--- config.mk ---
export PLATFORM = sky130hd
export DESIGN_NAME = uart_cmd_controller
export DESIGN_NICKNAME = d
export VERILOG_FILES = /design/src/rtl/uart_cmd_controller.sv
export SDC_FILE = /design/constraint.sdc
export NUM_CORES = 1
export LEC_CHECK = 0
export ABC_AREA = 1
export BUFFER_PORTS_ARGS = -buffer_cell sky130_fd_sc_hd__buf_2
export CAP_MARGIN = 20
export CORE_AREA = 2 2 70 72
export CTS_BUF_LIST = sky130_fd_sc_hd__clkbuf_16
export DETAILED_ROUTE_END_ITERATION = 6
export DIE_AREA = 0 0 72 74
export PLACE_DENSITY = 0.72
export SLEW_MARGIN = 20
export SYNTH_ARGS = -nofsm -noshare
export SYNTH_HDL_FRONTEND = slang
export SYNTH_SLANG_ARGS = --single-unit
--- constraint.sdc ---
create_clock -name clk -period 3.3 [get_ports clk]
set_input_delay 0.165 -clock clk [delete_from_list [all_inputs] [get_ports clk]]
set_output_delay 0.165 -clock clk [all_outputs]
set_load 0.01 [all_outputs]
--- src/rtl/uart_cmd_controller.sv ---
// Purpose : turns the UART receiver byte stream into two-byte commands (code, then address),
//           owns the receiver enable, restarts it after a receive error, counts protocol faults.
// Latency : every output is registered, one cycle after the triggering input edge.
// Backpressure: a held command waits for cmd_ready; bytes arriving meanwhile are dropped (overrun).
// Ports   : clk/rst (sync, active-high); rx_data/rx_done/rx_err/rx_en to the receiver;
//           cmd_valid/cmd_ready/cmd_code/cmd_addr command handshake;
//           frame_err/timeout/overrun/rx_fault fault pulses; err_count saturating fault count.
module uart_cmd_controller #(
    parameter int unsigned TIMEOUT  = 320,
    parameter int unsigned RECOVERY = 2,
    parameter logic [7:0]  MAX_CMD  = 8'h07,
    parameter logic [7:0]  MAX_ADDR = 8'h1F
) (
    input  logic       clk,
    input  logic       rst,
    input  logic [7:0] rx_data,
    input  logic       rx_done,
    input  logic       rx_err,
    output logic       rx_en,
    output logic       cmd_valid,
    input  logic       cmd_ready,
    output logic [7:0] cmd_code,
    output logic [7:0] cmd_addr,
    output logic       frame_err,
    output logic       timeout,
    output logic       overrun,
    output logic       rx_fault,
    output logic [7:0] err_count
);

    localparam int TW = $clog2(TIMEOUT + 1);
    localparam int RW = $clog2(RECOVERY + 1);
    // Timer is cleared on the accepting edge, so it holds TIMEOUT-1 on the edge that is
    // TIMEOUT cycles later; that edge still accepts an address, otherwise it times out.
    localparam logic [TW-1:0] TIMER_LAST = TW'(TIMEOUT - 1);
    localparam logic [RW-1:0] REC_LAST   = RW'(RECOVERY - 1);

    typedef enum logic [1:0] {
        RECOVER   = 2'd0,
        WAIT_CMD  = 2'd1,
        WAIT_ADDR = 2'd2,
        HOLD      = 2'd3
    } state_t;

    state_t        state_q, state_d;
    logic [RW-1:0] rcnt_q, rcnt_d;
    logic [TW-1:0] timer_q, timer_d;
    logic [7:0]    code_q, code_d;
    logic          rx_en_q, rx_en_d;
    logic          cmd_valid_q, cmd_valid_d;
    logic [7:0]    cmd_code_q, cmd_code_d;
    logic [7:0]    cmd_addr_q, cmd_addr_d;
    logic          frame_err_q, frame_err_d;
    logic          timeout_q, timeout_d;
    logic          overrun_q, overrun_d;
    logic          rx_fault_q, rx_fault_d;
    logic [7:0]    err_count_q, err_count_d;
    logic          byte_as_cmd;

    always_comb begin
        state_d     = state_q;
        rcnt_d      = rcnt_q;
        timer_d     = timer_q;
        code_d      = code_q;
        cmd_valid_d = cmd_valid_q;
        cmd_code_d  = cmd_code_q;
        cmd_addr_d  = cmd_addr_q;
        frame_err_d = 1'b0;
        timeout_d   = 1'b0;
        overrun_d   = 1'b0;
        rx_fault_d  = 1'b0;
        byte_as_cmd = 1'b0;

        if (state_q == RECOVER) begin
            // Receiver held disabled; rx_err and rx_done are ignored here so a
            // long rx_err produces one fault per recovery, not one per cycle.
            if (rcnt_q == REC_LAST) begin
                state_d = WAIT_CMD;
                rcnt_d  = '0;
            end else begin
                rcnt_d = rcnt_q + RW'(1);
            end
        end else if (rx_err) begin
            rx_fault_d  = 1'b1;
            state_d     = RECOVER;
            rcnt_d      = '0;
            cmd_valid_d = 1'b0;
        end else begin
            case (state_q)
                WAIT_CMD: begin
                    byte_as_cmd = rx_done;
                end
                WAIT_ADDR: begin
                    if (rx_done) begin
                        if (rx_data <= MAX_ADDR) begin
                            cmd_code_d  = code_q;
                            cmd_addr_d  = rx_data;
                            cmd_valid_d = 1'b1;
                            state_d     = HOLD;
                        end else begin
                            frame_err_d = 1'b1;
                            state_d     = WAIT_CMD;
                        end
                    end else if (timer_q == TIMER_LAST) begin
                        timeout_d = 1'b1;
                        state_d   = WAIT_CMD;
                    end else begin
                        timer_d = timer_q + TW'(1);
                    end
                end
                HOLD: begin
                    if (cmd_ready) begin
                        // Handshake frees the slot this cycle, so a coincident byte
                        // is a fresh command byte rather than an overrun.
                        cmd_valid_d = 1'b0;
                        state_d     = WAIT_CMD;
                        byte_as_cmd = rx_done;
                    end else if (rx_done) begin
                        overrun_d = 1'b1;
                    end
                end
                default: begin
                    state_d = RECOVER;
                end
            endcase

            if (byte_as_cmd) begin
                if (rx_data <= MAX_CMD) begin
                    code_d  = rx_data;
                    timer_d = '0;
                    state_d = WAIT_ADDR;
                end else begin
                    frame_err_d = 1'b1;
                    state_d     = WAIT_CMD;
                end
            end
        end

        rx_en_d = (state_d != RECOVER);

        // One count per cycle however many faults coincide.
        err_count_d = err_count_q;
        if ((frame_err_d || timeout_d || overrun_d || rx_fault_d) && (err_count_q != 8'hFF)) begin
            err_count_d = err_count_q + 8'd1;
        end
    end

    always_ff @(posedge clk) begin
        if (rst) begin
            state_q     <= RECOVER;
            rcnt_q      <= '0;
            timer_q     <= '0;
            code_q      <= '0;
            rx_en_q     <= 1'b0;
            cmd_valid_q <= 1'b0;
            cmd_code_q  <= '0;
            cmd_addr_q  <= '0;
            frame_err_q <= 1'b0;
            timeout_q   <= 1'b0;
            overrun_q   <= 1'b0;
            rx_fault_q  <= 1'b0;
            err_count_q <= '0;
        end else begin
            state_q     <= state_d;
            rcnt_q      <= rcnt_d;
            timer_q     <= timer_d;
            code_q      <= code_d;
            rx_en_q     <= rx_en_d;
            cmd_valid_q <= cmd_valid_d;
            cmd_code_q  <= cmd_code_d;
            cmd_addr_q  <= cmd_addr_d;
            frame_err_q <= frame_err_d;
            timeout_q   <= timeout_d;
            overrun_q   <= overrun_d;
            rx_fault_q  <= rx_fault_d;
            err_count_q <= err_count_d;
        end
    end

    assign rx_en     = rx_en_q;
    assign cmd_valid = cmd_valid_q;
    assign cmd_code  = cmd_code_q;
    assign cmd_addr  = cmd_addr_q;
    assign frame_err = frame_err_q;
    assign timeout   = timeout_q;
    assign overrun   = overrun_q;
    assign rx_fault  = rx_fault_q;
    assign err_count = err_count_q;

endmodule

* Word level (Yosys, flattened, before mapping)
Cells that the tools add are included.
** Storage, ports and cells
- Register bits :: 51
- Bits of input ports :: 13
- Output and inout port bits :: 30
- Logic and storage cells :: 87
** Operators by class
- Add/subtract/negate cells :: 3
- Magnitude comparators :: 2
- Eq/ne operators :: 9
- Multiplexer cells :: 46
- Bitwise gates (word level) :: 2
- Reduce and logical (&&, ||, !) cells :: 12
** Operators by type and width (number)
- 2-to-1 mux 9 bit :: 5
- 2-to-1 mux 1 bit :: 26
- 2-to-1 mux 2 bit :: 12
- AND reduction 5 bit :: 2
- adder 9 x 1 -> 9 bit, second input constant :: 1
- equality test 9 bit, second input constant :: 1
- != test 3 bit, second input constant :: 3
- adder 8 x 1 -> 8 bit, second input constant :: 1
- <= comparator 8 x 3 -> 1 bit, second input constant :: 1
- <= comparator 8 x 5 -> 1 bit, second input constant :: 1
- != test 8 bit, second input constant :: 1
- case mux 2 bit (3 select lines) :: 1
- equality test 2 x 1 -> 1 bit, second input constant :: 2
- equality test 2 bit, second input constant :: 2
- case mux 1 bit (2 select lines) :: 2
- AND reduction 4 bit :: 1
- nonzero test 2 bit :: 2
- logical OR 1 bit :: 3
- nonzero test 3 bit :: 1
- adder 2 x 1 -> 2 bit, second input constant :: 1
- logical NOT 2 bit :: 1
- NOT 1 bit :: 2
- AND reduction 2 bit :: 1
- logical AND 1 bit :: 1

* Logic depth before layout (Yosys ltp)
Gate-level depths: netlist of run 1.
- Depth in word-level cells :: 12
- Depth in mapped cells :: 10
- Gate-level depth less buffers :: 10

* Least setup slack after synthesis of run 1
Ideal clock, no wire load.
- Kind :: flip-flop to flip-flop
- Start point :: reg err_count_q[0], in the netlist err_count[0]
- End point :: reg err_count_q[6], in the netlist err_count[6]
- Library setup time :: 68 ps
- Arrival :: 1385 ps
- Required time :: 3232 ps
- Path slack :: 1847 ps
- Stages on the path, launching flop included :: 8
- Path buffers :: 0
- Period minus slack after synthesis :: 1453 ps
- Path through :: dfxtp_1 -> ha_1 -> nand3_1 -> nor2_1 -> nand3_2 -> nand2_4 -> nand2_1 -> a21oi_2
** On the way
- Word-level cells in the longest chain between the ends :: 2
- Elaborated cells on any way between the ends :: 3
- Classes of those cells :: 1 x add/sub; 1 x eq/ne; 1 x reduce/logical
** RTL lines
- start, declared :: line 57 : logic [7:0] err_count_q, err_count_d;
- start signal, assigned :: line 176 : err_count_q <= err_count_d;
- branches (longest 2 deep; another with adder 8 x 1 -> 8 bit)
Several ways; the timed one is not identified.
A chain may end at the register's enable or synchronous reset.

* Worst setup path after layout of run 1
- Start point :: reg state_q[0]
- End point :: reg cmd_addr_q[3], in the netlist cmd_addr[3]
** On the way
- Word-level cells in the longest chain between the ends :: 3
- Elaborated cells on any way between the ends :: 4
- Classes of those cells :: 1 x eq/ne; 1 x bitwise; 2 x reduce/logical
** RTL lines
- start, declared :: line 45 : state_t state_q, state_d;
- start signal, assigned :: line 164 : state_q <= state_d;
- logical NOT 2 bit :: line 74 : if (state_q == RECOVER) begin
- NOT 1 bit (no source line)
- AND reduction 5 bit (no source line) (*)
- end signal, assigned :: line 171 : cmd_addr_q <= cmd_addr_d;
- end, declared :: line 52 : logic [7:0] cmd_addr_q, cmd_addr_d;
Mark *: on every way between the ends. The rest lies on a longest branch, timed or not.

==> out/metrics.csv, run 1 <==
stage;metric;value;unit
floorplan;site row count;25;
floorplan;die height;74;um
place;detailed placer's ending HPWL;3340;um
worst_setup_path;top cell family by delay on the critical path;simple AND/OR/NAND/NOR gates;
cts;total CTS buffers;5;
routing;Initial DRC Count;128;
global_route;largest net degree at the start of global routing;25;
cts;hold buffer count at cts;0;
worst_setup_path;worst path required time;3.52;ns
routing;highest metal used;met4;
timing;RSZ-0062 raised after global routing;false;
routing;Detail Route Antenna Nets;0;
yosys;synth unique cells;28;
yosys;syn_area_per_cell;7.35;um2
global_route;global-route wire length before repair;7700;um
routing;routed length on met2;2090;um
yosys;Post-synth EDFFs;0;
yosys;post-synthesis sequential area ratio;0.462;
worst_setup_path;cell mode on critical path;inv_2;
cts;CTS max path bufs;2;
cts;Worst-path clk slew;0.07;ns
finish;Core Util, Final;0.567;
worst_setup_path;CP max stage cell;dfxtp_1;
outcome;status;finished, final reports clean;
routing;drt first pass iters;4;
cts;TritonCTS clock tree;yes;
yosys;synthesized cell area;2210;um2
worst_setup_path;worst path arrival time;1.81;ns
yosys;Main synth FF type;dfxtp_1;
finish;Layout area overhead;17.9;%
worst_setup_path;FF-to-FF End;cmd_addr[3]$_SDFFE_PP0P_;
worst_setup_path;register-to-register path setup slack;1.71;ns
worst_setup_path;critical path launch point;state_q[0]$_SDFF_PP0_;
floorplan;num ports;43;
place;I/O Buffers;42;
timing;Post-Route Setup TNS;0;ns
worst_setup_path;crit-path max cell delay;0.35;ns
timing;period utilisation layout;0.480;
worst_setup_path;CP Cell Sequence;inv_2 -> nand2_4 -> nor2_4 -> nand2_1 -> inv_2 -> o21ai_0 -> a21oi_1;
finish;Fillers;467;
routing;met3 wire length;223;um
worst_setup_path;Buf+Inv Stages, Crit Path;2;
pwr;pwr dens;471;nW/um2
place;RePlAce Congestion;0.897;
pwr;Tot Pwr;0.00123;W
routing;WL met1;2270;um
yosys;top-count cell post-synth;nand2_1;
floorplan;Starting Density;0.481;
routing;routed vias/inst;4.96;
worst_setup_path;critical path type;register to register;
routing;routed via count;1980;
timing;min Tclk post-route;1.59;ns
cts;Post-CTS Setup Bufs;0;
routing;final WL;4650;um
global_route;initial antenna violation count;0;
timing;Slew Limit Fails;0;
yosys;top cell type's share of synthesized area;0.462;
min_path;hold endpoint;code_q[1]$_SDFFE_PP0P_;
global_route;gr usage total;0.188;
cts;Sink Count;51;
min_path;cell depth of the worst hold path;3;
worst_setup_path;worst r2r src;state_q[0]$_SDFF_PP0_;
worst_setup_path;worst-path maximum fanout;17;
global_route;vias in the first global route;1686;
floorplan;core area;4600;um2
finish;n_diodes;0;
pwr;VDD IR max;0.000247;V
min_path;Hold Path Class;primary input to register;
finish;share of cells above drive strength 1;0.194;
finish;layout net count;359;
timing;Least-Margin Pin Slew;0.561;ns
timing;Worst slew margin;0.625;
yosys;Synth Warn #;0;
worst_setup_path;r2r worst-path depth;7;
timing;f_max;631;MHz
timing;final setup fails;0;
pwr;Pleak;1.16;nW
yosys;Post-Syn Nets;316;
worst_setup_path;Critical Path Start Type;register;
cts;depth of the CTS H-tree;2;
yosys;area leader, netlist;dfxtp_1;
min_path;Worst Min Path Start;rx_data[1];
floorplan;Total Die Area;5330;um2
yosys;Async SR Flop Fraction;0;
floorplan;chip width;72;um
cts;post-cts resize count;0;
worst_setup_path;Crit. End Element;register;
cts;clk_lat worst skew;0.29;ns
global_route;GRT overflow;0;
yosys;top post-synthesis cells by area;dfxtp_1 (46%), nand2_1 (9.8%), nor2_1 (9.3%);
job;max-cap violation count;0;
routing;post-DR wirelength/cell;11.7;um
timing;clk_skew;0.00543;ns
yosys;Post-synth top cells;nand2_1 (58), nor2_1 (55), dfxtp_1 (51);
yosys;Cells after Synth;301;
cts;CTS root buf;clkbuf_16;
timing;final hold violations;0;
routing;DRC;0;
timing;hold_ws;0.134;ns
yosys;Seq cells post-synth;51;
-- registers in the layout (all words and copies together) (netlist names), 2 cells and up --
register / cells
rcnt_q: 2
code_q: 8
timer_q: 9
cmd_addr: 8
err_count: 8
cmd_code: 8
state_q: 2
-- how the worst max path moves through the flow --
stage                                      to  slack [ns]  depth (start not counted)
floorplan           err_count[6]$_SDFFE_PP0P_        1.85                          7
global placement     cmd_code[3]$_SDFFE_PP0P_        1.72                          8
detailed placement   cmd_addr[3]$_SDFFE_PP0P_        1.70                          8
CTS                  cmd_addr[3]$_SDFFE_PP0P_        1.70                          7
global route         cmd_addr[3]$_SDFFE_PP0P_        1.47                          7
finish               cmd_addr[3]$_SDFFE_PP0P_        1.71                          7
-- layer usage --
metal / track usage / vias up
li1: - / 1055
met5: 0 / -
met4: 0.0776 / 0
met3: 0.0569 / 6
met1: 0.244 / 878
met2: 0.294 / 41
-- final cells by class --
| type | count | area [um2] | share of cell area |
|---|---|---|---|
| timing repair buffer | 42 | 210 | 0.0807 |
| sequential | 51 | 1020 | 0.392 |
| clock inverter | 3 | 20.0 | 0.00768 |
| inverter | 31 | 116 | 0.0446 |
| tap | 54 | 67.6 | 0.0259 |
| multi-input combinational | 213 | 1050 | 0.401 |
| clock buffer | 5 | 125 | 0.0480 |
-- tightest hold or removal path, stage by stage --
cell and delay, ns:
buf_2 0.10, nand2_1 0.06, a21oi_1 0.05
-- stage by stage --
| step | cells | setup WS, ns | area (um2) |
|---|---|---|---|
| 2_1_floorplan | 301 | 1.85 | 2210 |
| 3_3_place_gp | 391 | 1.72 | 2460 |
| 3_5_place_dp | 391 | 1.70 | 2460 |
| 4_1_cts | 399 | 1.70 | 2610 |
| 5_1_grt | 399 | 1.47 | 2610 |
| 6_report | 399 | 1.71 | 2610 |
-- placed cells by master, fill, tap and decap left out, drive strengths merged --
cell | Yosys | layout
buf | 3 | 42
clkbuf | 3 | 5
inv | 31 | 31
o211ai | 2 | 2
clkinv | 0 | 2
dfxtp | 51 | 51
nand4 | 5 | 5
nand3 | 27 | 27
nor3 | 3 | 3
nor4 | 1 | 1
nand3b | 1 | 1
clkinvlp | 0 | 1
nand2 | 65 | 65
nor2 | 58 | 58
xor2 | 5 | 5
o21ai | 20 | 20
o221ai | 1 | 1
a211oi | 1 | 1
ha | 2 | 2
xnor2 | 2 | 2
a21oi | 20 | 20
-- logic make-up (layout without fill, tap and decap cells) --
group / after synthesis / count (layout) / synth area share
AOI/OAI and AO/OA: 44 / 44 / 0.106
xor gates and xnor gates: 7 / 7 / 0.0277
adders and majority gates: 2 / 2 / 0.0113
buffers and inverters: 37 / 81 / 0.0651
DFF: 51 / 51 / 0.462
and+or+nand+nor: 160 / 160 / 0.328
-- where the power goes --
group          leakage (nW)  switching [W]  internal (W)   total, W
clock                0.0674       0.000224      0.000280   0.000504
combinational         0.684      0.0000585     0.0000296  0.0000881
sequential            0.412      0.0000103      0.000627   0.000637
total                  1.16       0.000293      0.000936    0.00123
Power figures use the tool's default switching activity.
==> run 2: changes to the inputs <==
==> constraint.sdc (replaced) <==
create_clock -name clk -period 1.6 [get_ports clk]
set_input_delay 0.08 -clock clk [delete_from_list [all_inputs] [get_ports clk]]
set_output_delay 0.08 -clock clk [all_outputs]
set_load 0.01 [all_outputs]
==> run 2 against run 1 <==
Net effect:
- combinational power grew 120%
- total power up 120%
- sequential power increased by 110%
- critical path type unchanged
- critical endpoint is now err_count[7]$_SDFFE_PP0P_
- largest cell class unchanged
- largest power group unchanged
==> out/metrics.csv, run 2 (synthesized netlist as in run 1, its figures left out) <==
stage;metric;value;unit;change
pwr;VDD IR max;0.000613;V;was 0.000247 V
routing;final WL;4980;um;was 4650 um
place;post-place setup slack;-0.0146;ns;was 1.70 ns
outcome;status;finished, final reports clean;;unchanged
cts;TritonCTS clock tree;yes;;unchanged
finish;Layout area overhead;22.4;%;was 17.9%
routing;routed via count;2063;;was 1980
timing;period utilisation layout;0.940;;was 0.480
pwr;Tot Pwr;0.00270;W;was 0.00123 W
floorplan;core area;4600;um2;unchanged
cts;CTS root buf;clkbuf_16;;unchanged
pwr;pwr dens;997;nW/um2;was 471 nW/um2
timing;min Tclk post-route;1.50;ns;was 1.59 ns
worst_setup_path;Crit. End Element;register;;unchanged
finish;share of cells above drive strength 1;0.223;;was 0.194
routing;routed length on met2;2370;um;was 2090 um
cts;CTS max path bufs;2;;unchanged
pwr;sw power;0.000610;W;was 0.000293 W
pwr;sw frac;0.226;;was 0.238
timing;f_max;665;MHz;was 631 MHz
routing;routed vias/inst;5.11;;was 4.96
routing;post-DR wirelength/cell;12.3;um;was 11.7 um
worst_setup_path;worst path arrival time;1.72;ns;was 1.81 ns
finish;Layout Cells excl Fill;404;;was 399
timing;Least-Margin Pin Slew;0.284;ns;was 0.561 ns
pwr;Logic pwr share;0.071;;was 0.072
finish;Fillers;445;;was 467
cts;clk_lat worst skew;0.29;ns;about the same
cts;hold buffer count at cts;0;;unchanged
timing;Worst slew margin;0.810;;was 0.625
finish;n_diodes;0;;unchanged
routing;WL met1;2380;um;was 2270 um
finish;max FFs per register;9;;unchanged
routing;DRC;0;;unchanged
finish;layout net count;365;;was 359
timing;Slew Limit Fails;0;;unchanged
floorplan;Starting Density;0.481;;unchanged
place;RePlAce Congestion;0.803;;was 0.897
timing;final setup fails;0;;unchanged
global_route;gr usage total;0.198;;was 0.188
routing;drt first pass iters;5;;was 4
place;I/O Buffers;42;;unchanged
cts;Sink Count;51;;unchanged
floorplan;Total Die Area;5330;um2;unchanged
floorplan;site row count;25;;unchanged
global_route;largest net degree at the start of global routing;24;;was 25
timing;clk_skew;0.00336;ns;was 0.00543 ns
global_route;GRT overflow;0;;unchanged
global_route;initial antenna violation count;0;;unchanged
place;detailed placer's ending HPWL;3530;um;was 3340 um
timing;fin worst setup slack;0.0963;ns;was 1.71 ns
routing;Initial DRC Count;124;;was 128
global_route;vias in the first global route;1822;;was 1686
min_path;Hold Path Class;primary input to register;;unchanged
cts;total CTS buffers;5;;unchanged
finish;most frequent cells in the layout;nand2_1 (58), nor2_1 (53), dfxtp_1 (49);;was nand2_1 (58), nor2_1 (55), dfxtp_1 (51)
routing;Detail Route Antenna Nets;0;;unchanged
worst_setup_path;worst-path maximum fanout;10;;was 17
pwr;clock power share;0.442;;was 0.410
routing;highest metal used;met4;;unchanged
finish;most common library cell in the layout ignoring fill and taps;nand2_1;;unchanged
floorplan;die height;74;um;unchanged
place;placed cells;397;;was 391
pwr;Flop pwr share;0.487;;was 0.518
worst_setup_path;Critical Path Start Type;register;;unchanged
worst_setup_path;critical path type;register to register;;unchanged
routing;met3 wire length;179;um;was 223 um
worst_setup_path;worst path required time;1.82;ns;was 3.52 ns
timing;final hold violations;0;;unchanged
global_route;global-route wire length before repair;8250;um;was 7700 um
pwr;Pleak;1.20;nW;was 1.16 nW
worst_setup_path;register-to-register path setup slack;0.1;ns;was 1.71 ns
floorplan;num ports;43;;unchanged
floorplan;chip width;72;um;unchanged
finish;Top reg by flops;timer_q;;unchanged
job;max-cap violation count;0;;unchanged
cts;Worst-path clk slew;0.06;ns;was 0.07 ns
pwr;P_int;0.00209;W;was 0.000936 W
cts;depth of the CTS H-tree;2;;unchanged
==> run 2: cell types whose count changed in the layout (fill, tap and decap cells not counted), moves of 2 or more <==
cell	before	now
buf_4	0	6
nor2_1	55	53
dfxtp_2	0	2
dfxtp_1	51	49
==> run 2: path summary, 6_finish.rpt <==
kind,startpoint,to,cells past startpoint
setup reg to reg,err_count[1]$_SDFFE_PP0P_,err_count[7]$_SDFFE_PP0P_,7
hold reg to reg,code_q[4]$_SDFFE_PP0P_,code_q[4]$_SDFFE_PP0P_,2
hold / removal,rx_data[0],code_q[0]$_SDFFE_PP0P_,3
setup / recovery,err_count[1]$_SDFFE_PP0P_,err_count[7]$_SDFFE_PP0P_,7
==> run 2: metal layers <==
metal,track usage,vias to the layer above
li1,-,1070
met1,0.256,951
met2,0.322,37
met3,0.0420,5
met4,0.0860,0
met5,0,-
==> run 2: power by group through the flow <==
stage | logic (W) | registers [W] | clock network, W
6_report | 0.000191 | 0.00132 | 0.00119
5_1_grt | 0.000218 | 0.00132 | 0.00127
4_1_cts | 0.000191 | 0.00131 | 0.00120
3_5_place_dp | 0.000189 | 0.00134 | 0
3_3_place_gp | 0.000188 | 0.00134 | 0
2_1_floorplan | 0.000123 | 0.00134 | 0
==> run 2: worst max-delay path: stages (launching register included) <==
cell,delay [ns]
dfxtp_1,0.37
ha_1,0.22
nand3_1,0.15
nor2_4,0.17
nand3_4,0.16
nand2_4,0.15
nand2_1,0.06
a21oi_1,0.14
==> run 2: area by class of cell <==
| cell class | count | area [um2] | area share |
|---|---|---|---|
| Multi-Input combinational cell | 213 | 1080 | 0.399 |
| Timing Repair Buffer | 48 | 255 | 0.0943 |
| Clock inverter | 2 | 37.5 | 0.0139 |
| Tap cell | 54 | 67.6 | 0.0250 |
| Inverter | 31 | 116 | 0.0430 |
| Sequential cell | 51 | 1020 | 0.378 |
| Clock buffer | 5 | 125 | 0.0462 |
==> run 2: what timing repair did <==
item	4_1_cts	5_1_grt
pin swaps	0	2
setup endpoints to repair	7	19
gates resized for setup	2	7
setup buffers	0	0
==> run 2: stage by stage <==
stage          area (um2)  hold slack [ns]  utilization  setup TNS, ns
2_1_floorplan        2210            0.157            -              0
4_1_cts              2680           0.0430        0.583              0
3_5_place_dp         2510            0.350        0.545        -0.0220
6_report             2710           0.0427        0.589              0
3_3_place_gp         2510            0.344        0.545              0
5_1_grt              2710           0.0426        0.589       -0.00313
==> run 3: changes to the inputs <==
==> constraint.sdc (replaced) <==
create_clock -name clk -period 1.5 [get_ports clk]
set_input_delay 0.075 -clock clk [delete_from_list [all_inputs] [get_ports clk]]
set_output_delay 0.075 -clock clk [all_outputs]
set_load 0.01 [all_outputs]
==> run 3 against run 2 <==
Net effect:
- first-iteration DRC count fell by 11%
- critical path depth rose by 1
- final area rose by 4.2%
- die area did not move
- via count rose by 1.0%
- sequential share of layout area fell by 1.3 points
- combinational power rose by 15%
- critical path type unchanged
==> out/metrics.csv, run 3 (synthesized netlist as in run 1, its figures left out) <==
stage;metric;value;unit;change
worst_setup_path;Crit. End Element;register;;unchanged
pwr;VDD IR max;0.000503;V;was 0.000613 V
timing;Least-Margin Pin Slew;0.293;ns;was 0.284 ns
routing;routed via count;2084;;was 2063
outcome;status;finished, final reports clean;;unchanged
floorplan;site row count;25;;unchanged
cts;Sink Count;51;;unchanged
pwr;sw power;0.000690;W;was 0.000610 W
cts;hold buffer count at cts;0;;unchanged
global_route;vias in the first global route;1868;;was 1822
cts;total CTS buffers;5;;unchanged
floorplan;Total Die Area;5330;um2;unchanged
global_route;GRT overflow;0;;unchanged
worst_setup_path;worst-path maximum fanout;7;;was 10
timing;min Tclk post-route;1.43;ns;was 1.50 ns
pwr;pwr dens;1100;nW/um2;was 997 nW/um2
floorplan;die height;74;um;unchanged
worst_setup_path;worst path required time;1.68;ns;was 1.82 ns
routing;Detail Route Antenna Nets;0;;unchanged
pwr;Pleak;1.28;nW;was 1.20 nW
timing;clk_skew;0.00478;ns;was 0.00336 ns
routing;routed vias/inst;5.03;;was 5.11
worst_setup_path;Critical Path Start Type;register;;unchanged
finish;share of cells above drive strength 1;0.258;;was 0.223
finish;layout net count;374;;was 365
timing;final setup fails;0;;unchanged
worst_setup_path;r2r worst-path depth;8;;was 7
pwr;Logic pwr share;0.070;;was 0.071
timing;hold_ws;0.0343;ns;was 0.0427 ns
worst_setup_path;worst path arrival time;1.61;ns;was 1.72 ns
timing;final hold violations;0;;unchanged
finish;post-route cell area;2820;um2;was 2710 um2
cts;CTS root buf;clkbuf_16;;unchanged
global_route;gr usage total;0.194;;was 0.198
finish;Core Util, Final;0.613;;was 0.589
place;detailed placer's ending HPWL;3490;um;was 3530 um
cts;Worst-path clk slew;0.07;ns;was 0.06 ns
cts;TritonCTS clock tree;yes;;unchanged
routing;drt first pass iters;4;;was 5
finish;most frequent cells in the layout;nand2_1 (58), nor2_1 (53), dfxtp_1 (46);;was nand2_1 (58), nor2_1 (53), dfxtp_1 (49)
job;max-cap violation count;0;;unchanged
timing;Slew Limit Fails;0;;unchanged
routing;post-DR wirelength/cell;12.2;um;was 12.3 um
pwr;P_int;0.00242;W;was 0.00209 W
timing;f_max;699;MHz;was 665 MHz
pwr;sw frac;0.222;;was 0.226
floorplan;chip width;72;um;unchanged
pwr;clock power share;0.480;;was 0.442
floorplan;Starting Density;0.481;;unchanged
cts;clk_lat worst skew;0.30;ns;was 0.29 ns
timing;Worst slew margin;0.804;;was 0.810
min_path;Hold Path Class;primary input to register;;unchanged
finish;Top reg by flops;timer_q;;unchanged
timing;RSZ-0062 raised after global routing;true;;
global_route;initial antenna violation count;0;;unchanged
routing;Initial DRC Count;110;;was 124
cts;depth of the CTS H-tree;2;;unchanged
finish;max FFs per register;9;;unchanged
timing;period utilisation layout;0.954;;was 0.940
finish;n_diodes;0;;unchanged
pwr;Flop pwr share;0.449;;was 0.487
routing;final WL;5060;um;was 4980 um
floorplan;num ports;43;;unchanged
finish;most common library cell in the layout ignoring fill and taps;nand2_1;;unchanged
floorplan;core area;4600;um2;unchanged
global_route;global-route wire length before repair;8130;um;was 8250 um
cts;Post-CTS Setup Bufs;0;;unchanged
place;RePlAce Congestion;0.797;;was 0.803
worst_setup_path;critical path type;register to register;;unchanged
global_route;largest net degree at the start of global routing;24;;unchanged
finish;Layout area overhead;27.6;%;was 22.4%
place;I/O Buffers;42;;unchanged
cts;CTS max path bufs;2;;unchanged
min_path;cell depth of the worst hold path;3;;unchanged
place;placed inst area;2570;um2;was 2510 um2
routing;DRC;0;;unchanged
## run 3: changes by cell type in the layout (fill, tap and decap cells not counted), sizes merged
cell      previous run  this run
bufinv               1         2
nand3               27        28
inv                 31        32
clkinvlp             1         0
buf                 48        56
## run 3: worst paths after layout
path | start | end | slack [ns]
worst min-delay path | rx_data[0] | code_q[0]$_SDFFE_PP0P_ | 0.03
worst min register to register | cmd_addr[7]$_SDFFE_PP0P_ | cmd_addr[7]$_SDFFE_PP0P_ | 0.43
worst max-delay path | timer_q[0]$_SDFFE_PP0P_ | err_count[6]$_SDFFE_PP0P_ | 0.07
worst max register to register | timer_q[0]$_SDFFE_PP0P_ | err_count[6]$_SDFFE_PP0P_ | 0.07
## run 3: metal layers
| layer | global-route usage | wire length [um] | vias up |
|---|---|---|---|
| li1 | - | - | 1091 |
| met4 | 0.0566 | 57 | 0 |
| met3 | 0.0501 | 219 | 5 |
| met5 | 0 | 0 | - |
| met1 | 0.239 | 2440 | 950 |
| met2 | 0.338 | 2340 | 38 |
## run 3: cell type report
class / instances / area (um2)
fillers: 411 / 1780
flip-flops and latches: 51 / 1030
inverters: 31 / 116
well taps: 54 / 67.6
clock buffers: 5 / 125
repair buffers: 56 / 315
clock inverters: 3 / 71.3
multi-input cells: 214 / 1090
## run 3: timing repair
item	CTS	global route
pin swaps	3	3
endpoints found under the setup margin	7	21
cloned	1	0
resized for setup	4	11
## run 3: through the flow
step / setup TNS (ns) / total power [W] / instances / setup slack, ns
floorplan: 0 / 0.00156 / 301 / 0.0470
global placement: 0 / 0.00164 / 405 / 0.0532
detailed placement: -0.00594 / 0.00164 / 405 / -0.00594
CTS: 0 / 0.00314 / 414 / 0.00219
global route: -0.00730 / 0.00322 / 414 / -0.00730
finish: 0 / 0.00311 / 414 / 0.0685
## run 3: worst max-delay path, cell delays in order (launching register included)
cell and delay [ns]:
dfxtp_4 0.37, ha_4 0.15, nand3_1 0.07, nor2_1 0.13, nand4_1 0.21, nand3_4 0.16
nand2_4 0.09, nand2_1 0.08, a21oi_2 0.05
## run 3: power groups by stage
stage / Combinational, W / Clock, W / Sequential [W]
floorplan: 0.000132 / 0 / 0.00143
global placement: 0.000210 / 0 / 0.00143
detailed placement: 0.000212 / 0 / 0.00143
CTS: 0.000217 / 0.00152 / 0.00140
global route: 0.000246 / 0.00157 / 0.00140
finish: 0.000220 / 0.00150 / 0.00140
